## src/rtl/fixed_q9_pkg.sv

```systemverilog
// Shared Q4.9 constants, FSM state type and helpers.
// FIXED_DIV_ROUND_EN selects the rounding divider (one guard quotient bit).
package fixed_q9_pkg;

    localparam int WIDTH    = 13;
    localparam int FRAC     = 9;
    localparam int QMAX     = 4095;
    localparam int NB_TRUNC = 22;
    localparam int NB_ROUND = 23;

`ifdef FIXED_DIV_ROUND_EN
    localparam int NB = NB_ROUND;
`else
    localparam int NB = NB_TRUNC;
`endif

    typedef enum logic [1:0] {
        IDLE = 2'd0,
        CALC = 2'd1,
        DONE = 2'd2
    } div_state_t;

    // Widened so that -4096 maps to +4096.
    function automatic logic [WIDTH:0] mag_of(input logic [WIDTH-1:0] v);
        logic [WIDTH:0] x;
        x = {v[WIDTH-1], v};
        return v[WIDTH-1] ? -x : x;
    endfunction

endpackage

```

## src/rtl/fixed_div_q9_if.sv

```systemverilog
// Operand/result handshake bundle for the Q4.9 divider.
interface fixed_div_q9_if
    import fixed_q9_pkg::*;
();
    logic             in_valid;
    logic             in_ready;
    logic [WIDTH-1:0] num;
    logic [WIDTH-1:0] den;
    logic             out_valid;
    logic             out_ready;
    logic [WIDTH-1:0] quot;
    logic             ovf;
    logic             dz;

    modport master (
        output in_valid, num, den, out_ready,
        input  in_ready, out_valid, quot, ovf, dz
    );

    modport slave (
        input  in_valid, num, den, out_ready,
        output in_ready, out_valid, quot, ovf, dz
    );
endinterface

```

## src/rtl/q9_sat_sign.sv

```systemverilog
// Saturates a magnitude quotient to +/-QMAX and reapplies the sign.
module q9_sat_sign
    import fixed_q9_pkg::*;
#(
    parameter int QW = 22
) (
    input  logic [QW-1:0]    q_mag,
    input  logic             sign,
    input  logic             num_zero,
    input  logic             den_zero,
    output logic [WIDTH-1:0] quot,
    output logic             ovf,
    output logic             dz
);
    localparam logic [WIDTH-2:0] MAG_MAX = QMAX[WIDTH-2:0];

    logic [WIDTH-2:0] mag;

    always_comb begin
        mag = '0;
        ovf = 1'b0;
        // A zero numerator wins even over a zero denominator.
        if (num_zero) begin
            mag = '0;
        end else if (den_zero) begin
            mag = MAG_MAX;
            ovf = 1'b1;
        end else if (q_mag > QW'(QMAX)) begin
            mag = MAG_MAX;
            ovf = 1'b1;
        end else begin
            mag = q_mag[WIDTH-2:0];
        end
        quot = sign ? -{1'b0, mag} : {1'b0, mag};
        dz   = den_zero;
    end
endmodule

```

## src/rtl/fixed_div_q9.sv

```systemverilog
// Sequential restoring Q4.9 divider, one quotient bit per cycle.
// FIXED_DIV_ROUND_EN: extra guard bit, round half away from zero.
module fixed_div_q9
    import fixed_q9_pkg::*;
(
    input logic           clk,
    input logic           rst,
    fixed_div_q9_if.slave bus
);
    localparam logic [1:0] S_IDLE = IDLE;
    localparam logic [1:0] S_CALC = CALC;
    localparam logic [1:0] S_DONE = DONE;
    localparam int RW = WIDTH + 1;
    localparam int SH = FRAC + (NB - NB_TRUNC);
    localparam logic [4:0] CNT_END = 5'(NB);

    logic [1:0]       state_q, state_d;
    logic [4:0]       cnt_q, cnt_d;
    logic             sign_q, sign_d;
    logic             nz_q, nz_d;
    logic             dzf_q, dzf_d;
    logic [RW-1:0]    dmag_q, dmag_d;
    logic [RW-1:0]    rem_q, rem_d;
    logic [NB-1:0]    dvd_q, dvd_d;
    logic [WIDTH-1:0] quot_q, quot_d;
    logic             ovf_q, ovf_d;
    logic             dz_q, dz_d;

    logic [RW:0]      rem_sh;
    logic             q_bit;
    logic [NB-1:0]    mag_w;
    logic [WIDTH-1:0] sat_quot;
    logic             sat_ovf;
    logic             sat_dz;

    // Dividend shifts out MSB-first; quotient bits fill in from the LSB.
    assign rem_sh = {rem_q, dvd_q[NB-1]};
    assign q_bit  = rem_sh >= {1'b0, dmag_q};

`ifdef FIXED_DIV_ROUND_EN
    assign mag_w = {1'b0, dvd_q[NB-1:1]} + NB'(dvd_q[0]);
`else
    assign mag_w = dvd_q;
`endif

    q9_sat_sign #(.QW(NB)) u_sat (
        .q_mag    (mag_w),
        .sign     (sign_q),
        .num_zero (nz_q),
        .den_zero (dzf_q),
        .quot     (sat_quot),
        .ovf      (sat_ovf),
        .dz       (sat_dz)
    );

    always_comb begin
        state_d = state_q;
        cnt_d   = cnt_q;
        sign_d  = sign_q;
        nz_d    = nz_q;
        dzf_d   = dzf_q;
        dmag_d  = dmag_q;
        rem_d   = rem_q;
        dvd_d   = dvd_q;
        quot_d  = quot_q;
        ovf_d   = ovf_q;
        dz_d    = dz_q;
        unique case (state_q)
            S_IDLE: begin
                if (bus.in_valid) begin
                    state_d = S_CALC;
                    cnt_d   = '0;
                    sign_d  = bus.num[WIDTH-1] ^ bus.den[WIDTH-1];
                    nz_d    = bus.num == '0;
                    dzf_d   = bus.den == '0;
                    dmag_d  = mag_of(bus.den);
                    rem_d   = '0;
                    dvd_d   = NB'(mag_of(bus.num)) << SH;
                end
            end
            S_CALC: begin
                if (cnt_q == CNT_END) begin
                    state_d = S_DONE;
                    quot_d  = sat_quot;
                    ovf_d   = sat_ovf;
                    dz_d    = sat_dz;
                end else begin
                    rem_d = q_bit ? RW'(rem_sh - {1'b0, dmag_q})
                                  : rem_sh[RW-1:0];
                    dvd_d = {dvd_q[NB-2:0], q_bit};
                    cnt_d = cnt_q + 5'd1;
                end
            end
            S_DONE: begin
                if (bus.out_ready) state_d = S_IDLE;
            end
            default: state_d = S_IDLE;
        endcase
    end

    always_ff @(posedge clk) begin
        if (rst) begin
            state_q <= S_IDLE;
            cnt_q   <= '0;
            sign_q  <= 1'b0;
            nz_q    <= 1'b0;
            dzf_q   <= 1'b0;
            dmag_q  <= '0;
            rem_q   <= '0;
            dvd_q   <= '0;
            quot_q  <= '0;
            ovf_q   <= 1'b0;
            dz_q    <= 1'b0;
        end else begin
            state_q <= state_d;
            cnt_q   <= cnt_d;
            sign_q  <= sign_d;
            nz_q    <= nz_d;
            dzf_q   <= dzf_d;
            dmag_q  <= dmag_d;
            rem_q   <= rem_d;
            dvd_q   <= dvd_d;
            quot_q  <= quot_d;
            ovf_q   <= ovf_d;
            dz_q    <= dz_d;
        end
    end

    assign bus.in_ready  = state_q == S_IDLE;
    assign bus.out_valid = state_q == S_DONE;
    assign bus.quot      = quot_q;
    assign bus.ovf       = ovf_q;
    assign bus.dz        = dz_q;
endmodule
```

## src/flat_wrapper.sv

```systemverilog
// flat-port wrapper written by rule: the top's interface ports become plain ports
module fixed_div_q9_flat import fixed_q9_pkg::*;
  (clk, rst, bus_in_valid, bus_num, bus_den, bus_out_ready, bus_in_ready, bus_out_valid, bus_quot, bus_ovf, bus_dz);
  fixed_div_q9_if bus_i ();
  input logic clk;
  input logic rst;
  input wire logic [$bits(bus_i.in_valid)-1:0] bus_in_valid;
  input wire logic [$bits(bus_i.num)-1:0] bus_num;
  input wire logic [$bits(bus_i.den)-1:0] bus_den;
  input wire logic [$bits(bus_i.out_ready)-1:0] bus_out_ready;
  output wire logic [$bits(bus_i.in_ready)-1:0] bus_in_ready;
  output wire logic [$bits(bus_i.out_valid)-1:0] bus_out_valid;
  output wire logic [$bits(bus_i.quot)-1:0] bus_quot;
  output wire logic [$bits(bus_i.ovf)-1:0] bus_ovf;
  output wire logic [$bits(bus_i.dz)-1:0] bus_dz;
  assign bus_i.in_valid = bus_in_valid;
  assign bus_i.num = bus_num;
  assign bus_i.den = bus_den;
  assign bus_i.out_ready = bus_out_ready;
  assign bus_in_ready = bus_i.in_ready;
  assign bus_out_valid = bus_i.out_valid;
  assign bus_quot = bus_i.quot;
  assign bus_ovf = bus_i.ovf;
  assign bus_dz = bus_i.dz;
  fixed_div_q9 u_core (.clk(clk), .rst(rst), .bus(bus_i));
endmodule
```

## config.mk

```make
export PLATFORM = sky130hd
export DESIGN_NAME = fixed_div_q9_flat
export DESIGN_NICKNAME = d
export VERILOG_FILES = /design/src/rtl/fixed_q9_pkg.sv /design/src/rtl/fixed_div_q9_if.sv /design/src/rtl/q9_sat_sign.sv /design/src/rtl/fixed_div_q9.sv /design/src/flat_wrapper.sv
export SDC_FILE = /design/constraint.sdc
export NUM_CORES = 1
export LEC_CHECK = 0
export BUFFER_PORTS_ARGS = -buffer_cell sky130_fd_sc_hd__buf_4
export CORE_MARGIN = 1
export CORE_UTILIZATION = 25
export CTS_CLUSTER_DIAMETER = 120
export CTS_CLUSTER_SIZE = 14
export DETAILED_ROUTE_END_ITERATION = 8
export PLACE_DENSITY = 0.5
export SYNTH_ARGS = -nofsm -noshare
export SYNTH_HDL_FRONTEND = slang
export SYNTH_SLANG_ARGS = --single-unit
```

## constraint.sdc

```tcl
create_clock -name clk -period 3.6 [get_ports clk]
set_input_delay 0.72 -clock clk [delete_from_list [all_inputs] [get_ports clk]]
set_output_delay 0.72 -clock clk [all_outputs]
set_load 0.03 [all_outputs]
```

# Word-level counts from Yosys, hierarchy flattened
# Cells that the tools add are included.
totals:
  register_bits: 75
  out_inout_bits: 17
  inputBits: 30
  word_cells: 57
op_classes:
  n_reduce_logical: 8
  order_cmp: 2
  eq_ne: 7
  bitwise: 1
  muxes: 23
  addsub: 5
ops:
  columns: ["operator", "n"]
  rows:
  - ["two-way mux 14 bit", 4]
  - ["two-way mux 22 bit", 2]
  - ["case mux 22 bit (2 select lines)", 1]
  - ["two-way mux 12 bit", 3]
  - ["case mux 14 bit (2 select lines)", 1]
  - ["logical NOT 13 bit", 2]
  - ["two-way mux 13 bit", 2]
  - ["> comparator 22 x 12 -> 1 bit (second input constant)", 1]
  - ["greater-or-equal comparator 15 x 14 -> 1 bit", 1]
  - ["negator 14 bit", 1]
  - ["subtractor 14 bit", 1]
  - ["negator 12 -> 13 bit", 1]
  - ["negator 13 bit", 1]
  - ["two-way mux 5 bit", 2]
  - ["case mux 5 bit (2 select lines)", 1]
  - ["two-way mux 2 bit", 3]
  - ["!= test 2 bit (second input constant)", 3]
  - ["case mux 2 bit (3 select lines)", 1]
  - ["AND reduction 3 bit", 2]
  - ["adder 5 x 1 -> 5 bit (second input constant)", 1]
  - ["== test 5 bit (second input constant)", 1]
  - ["AND reduction 2 bit", 2]
  - ["two-way mux 1 bit", 3]
  - ["== test 2 x 1 -> 1 bit (second input constant)", 1]
  - ["5 further kinds", 5]

# Logic depth before layout (Yosys ltp)
depth:
  depth_word: 6
  depth_mapped: 11
  mapped_depth_nobuf: 10

# Cells and area by module
# From an unflattened synthesis, not the netlist that was laid out.
hier_totals:
  cells_unflattened: 627
  area_unflattened_um2: 4758.3
modules_own_cells:
  columns: ["mod", "area_each_um2", "cells_each", "n_inst"]
  rows:
  - ["fixed_div_q9", 4225.3, 540, 1]
  - ["q9_sat_sign", 533.0, 87, 1]

# Worst setup path after synthesis
# No wires, ideal clock.
synth_path:
  kind: "flip-flop to flip-flop"
  from: "register u_core.dmag_q[8]"
  to: "register u_core.rem_q[4]"
  path_stages_with_launch: 12
  arrival_time_ps: 2165
  setup_slack_ps: 1312
  synth_period_minus_slack_ps: 2288
  setup_time_ps: 124
  t_required_ps: 3476
  path_cell_list: "dfxtp_1 > inv_1 > ha_1 > buf_6 > a21o_1 > a211o_1 > or3_1 > o21a_1 > buf_6 > buf_12 > mux2i_1 > o21ai_1"
synth_between:
  elab_chain_len: 4
synth_rtl:
  columns: ["item", "line_no", "text"]
  rows:
  - ["start, declared", "fixed_div_q9.sv:22", "logic [RW-1:0] dmag_q, dmag_d;"]
  - ["start signal, assigned", "fixed_div_q9.sv:120", "dmag_q <= dmag_d;"]
  - ["greater-or-equal comparator 15 x 14 -> 1 bit", "fixed_div_q9.sv:38", "assign q_bit = rem_sh >= {1'b0, dmag_q};"]
  - ["two-way mux 14 bit", "fixed_div_q9.sv:88", "rem_d = q_bit ? RW'(rem_sh - {1'b0, dmag_q})"]
  - ["two-way mux 14 bit", "fixed_div_q9.sv:82", "if (cnt_q == CNT_END) begin"]
  - ["case mux 14 bit (2 select lines)", "fixed_div_q9.sv:68", "unique case (state_q)"]
  - ["end signal, assigned", "fixed_div_q9.sv:121", "rem_q <= rem_d;"]
  - ["end, declared", "fixed_div_q9.sv:23", "logic [RW-1:0] rem_q, rem_d;"]
# Every way passes these cells. The select of a mux whose other input is x is not followed.
# A chain may end at the register's enable or synchronous reset.

# Final worst setup path
layout_path:
  from: "register u_core.dvd_q[17]"
  to: "register u_core.quot_q[6] (netlist: u_core.bus.quot[6])"
layout_between:
  elab_chain_len: 6
layout_rtl:
  columns: ["item", "line_no", "text"]
  rows:
  - ["start, declared", "fixed_div_q9.sv:24", "logic [NB-1:0] dvd_q, dvd_d;"]
  - ["start signal, assigned", "fixed_div_q9.sv:122", "dvd_q <= dvd_d;"]
  - ["> comparator 22 x 12 -> 1 bit (*)", "q9_sat_sign.sv:28", "end else if (q_mag > QW'(QMAX)) begin"]
  - ["two-way mux 12 bit (*)", "q9_sat_sign.sv:28", null]
  - ["two-way mux 12 bit (*)", "q9_sat_sign.sv:25", "end else if (den_zero) begin"]
  - ["two-way mux 12 bit (*)", "q9_sat_sign.sv:23", "if (num_zero) begin"]
  - ["negator 12 -> 13 bit", "q9_sat_sign.sv:34", "quot = sign ? -{1'b0, mag} : {1'b0, mag};"]
  - ["two-way mux 13 bit (*)", "q9_sat_sign.sv:34", null]
  - ["end signal, assigned", "fixed_div_q9.sv:123", "quot_q <= quot_d;"]
  - ["end, declared", "fixed_div_q9.sv:25", "logic [WIDTH-1:0] quot_q, quot_d;"]
# Mark *: on every way between the ends. The rest lies on a longest branch, timed or not.

==> reports/qor.yml <==
status:
  status: "finished, final reports clean"
synth:
  synth_edf_count: 0
  synthArstFlopShare_pct: 0
  yosys.area.top_type: "dfxtp_1"
  syn_area_um2: 4571
  synthDistinctLibCells: 56
  seq_area_frac_synth_pct: 32.85
  ys_top_cells_by_area: "dfxtp_1 (33%), nor2_1 (6.5%), nand2_1 (5.7%)"
  ys_warn_count: 0
  synth_top_area_share_pct: 32.85
  ys_top_cells_by_count: "nor2_1 (79), dfxtp_1 (75), nand2_1 (69)"
  ys_ff_latch: 75
  syn_nets: 646
  avgSynthCellArea_um2: 7.669
  yosysMostFrequentCell: "nor2_1"
  synth_ff_type: "dfxtp_1"
  syn-instance-count: 596
grt:
  grt_pass1_wl_um: 20400
  grt_max_degree: 61
  antenna_found_initial: 0
  grt_usage_pct: 13.74
  grt-ovfl-total: 0
  grt_pass1_vias: 4085
floorplan:
  ios: 47
  die-area_um2: 18830
  dieWidth_um: 137.2
  die_y_um: 137.2
  rows: 49
  start_util_pct: 25.44
  coreArea_um2: 17960
cts:
  clkLatencyLatePin_ns: 0.33
  cts_tree: "built"
  htreeDepth: 3
  cts_num_sinks: 75
  cts.reportedPaths.clkPinSlew_ns: 0.05
  hold_buffers: 0
  cts_root_buffer: "clkbuf_16"
  clk_path_buf_depth: 2
  cts_resized: 0
  post_cts.repair.setup_buffers: 0
  cts-buffers-inserted: 9
sta:
  clock.fmax_ghz: 0.3676
  slew_viol_final: 0
  tns_ns: 0
  setup_viol: 0
  grt_setup_unrepaired: "no"
  finalHoldViolCount: 0
  slew_headroom_pct: 43.67
  worstMarginPinSlew_ns: 0.8372
  post-route-period-util_pct: 75.56
  fin_skew_ns: 0.006134
  period_needed_ns: 2.720
detailed_routing:
  drt-total-wl_um: 12290
  drcViolationCount: 0
  postRouteAntennaNets: 0
  vias_per_cell: 5.073
  drt-initial-drc-count: 170
  drt-pass1-iter-count: 5
  routed-via-count: 4353
  routedWlPerCell_um: 14.32
setup_path:
  start_kind: "flip-flop"
  r2r_cells: 11
  worstSetupEndpointType: "flip-flop"
  startpoint: "u_core.dvd_q[17]"
  cp_slowest_cell: "nor4_1"
  cp.arrival_ns: 2.91
  r2r_slack_ns: 0.88
  r2r-start: "u_core.dvd_q[17]"
  path_buf_inv: 1
  cp_max_fo: 15
  slowest_delay_ns: 0.58
  crit-reg2reg-capture: "u_core.bus.quot[6]"
  critPathKind: "reg -> reg"
  worstPathRequired_ns: 3.79
  path_delay_family: "simple AND/OR/NAND/NOR gates"
  path_cells: "nor4_1 -> nand3_1 -> buf_4 -> o21bai_1 -> ha_1 -> nand2_1 -> nand2_1 -> a31oi_1 -> o21bai_1 -> o311ai_0 -> a21oi_1"
power_and_ir_drop:
  powerDensity_nw_per_um2: 571.9
  p_clk_share_pct: 26.5
  pwr-share-seq_pct: 31.3
  netSwitchingPower_mw: 1.122
  p_leak_nw: 2.123
  intPower_mw: 1.941
  ir_drop_mv: 0.2956
  pwr-share-comb_pct: 42.2
  sw_frac_of_total_pct: 36.63
cells_and_area:
  fin_nets: 678
  fill_cells: 1908
  multiInputGateArea_um2: 2820
  antennaDiodeCount: 0
  regArea_um2: 1501
  drive_gt1_share_pct: 11.61
  finish.utilization_pct: 29.82
  syn_to_final_growth_pct: 17.19
hold_path:
  hold_start: "u_core.dmag_q[13]"
  hp-class: "reg -> reg"
  hold_depth: 2
  min_to: "u_core.dmag_q[13]"
place:
  dp_hpwl_um: 9130
  port_buffers: 46
  globalplace.congestion: 0.8734
job:
  cap_violations: 0
final cells by class:
class | instances | share of cell area (%)
Multi-Input combinational cell | 463 | 52.65
Sequential cell | 75 | 28.03
Timing Repair Buffer | 52 | 7.288
Tap cell | 229 | 5.349
Clock buffer | 12 | 4.789
Inverter | 27 | 1.892
kinds of logic (layout without fill, tap and decap cells):
family | count (synthesis) | after routing | synth area share [%]
and+or+nand+nor | 241 | 241 | 24.72
AOI/OAI and AO/OA | 158 | 158 | 22.53
DFF | 75 | 75 | 32.85
buffers and inverters | 58 | 91 | 5.448
xor gates and xnor gates | 32 | 32 | 6.132
adders and majority gates | 20 | 20 | 5.639
muxes | 12 | 12 | 2.683
state kept, by name (all words and copies together), names as in the netlist, 2 cells and up:
name and flops:
u_core.bus.quot 13, u_core.cnt_q 5, u_core.dmag_q 14, u_core.dvd_q 22, u_core.rem_q 14, u_core.state_q 2
tightest hold or removal path, delay by kind of cell (launching register included):
kind          cells  cell delay (ns)
simple gates      1             0.05
buf+inv           1             0.06
flops             1             0.29
metal layers:
metal,share of wire [%],vias up,global-route usage [%]
li1,-,2204,-
met1,49,2080,18.65
met2,47,57,21.63
met3,2.3,12,2.024
met4,1.8,0,5.678
met5,0,-,0
placed cells by master, fill, tap and decap left out, types with 6 or more instances in the layout:
cell and n:
xor2_1 13, mux2i_1 10, buf_4 52, a31oi_1 11, xnor2_1 19, o41ai_1 6, dfxtp_1 75, and3_1 10
o31ai_1 10, clkbuf_16 9, nor2_1 79, a22oi_1 12, nand2_1 69, ha_1 19, inv_1 27, a211oi_1 17
nor3_1 17, nand3_1 16, o21ai_0 22, a21oi_1 45, nor2b_1 6, nor4_1 7
through the flow:
stage / power (mW) / cell area (um^2) / hold slack, ns / instances / setup slack (ns)
after global placement: 2.235 / 5100 / 0.4450 / 846 / 0.9756
after CTS: 3.073 / 5356 / 0.4566 / 858 / 0.8856
final: 3.064 / 5356 / 0.4478 / 858 / 0.8799
after floorplan: 2.077 / 4571 / 0.4279 / 596 / 1.312
after detailed placement: 2.258 / 5100 / 0.4482 / 846 / 0.9015
after global routing: 3.269 / 5356 / 0.4847 / 858 / 0.6658
power groups by stage:
| stage | clock network [mW] | registers [mW] | logic, mW |
|---|---|---|---|
| 2_1_floorplan | 0 | 0.954 | 1.12 |
| 3_3_place_gp | 0 | 0.972 | 1.26 |
| 3_5_place_dp | 0 | 0.975 | 1.28 |
| 4_1_cts | 0.825 | 0.957 | 1.29 |
| 5_1_grt | 0.858 | 0.966 | 1.45 |
| 6_report | 0.813 | 0.958 | 1.29 |
how the worst max path moves through the flow:
stage,endpoint,slack [ns],cells after the start
detailed placement,u_core.rem_q[12],0.90,8
global placement,u_core.rem_q[10],0.98,8
CTS,u_core.rem_q[12],0.89,8
global route,u_core.bus.quot[6],0.67,11
finish,u_core.bus.quot[6],0.88,11
floorplan,u_core.rem_q[4],1.31,11
Power figures use the tool's default switching activity.
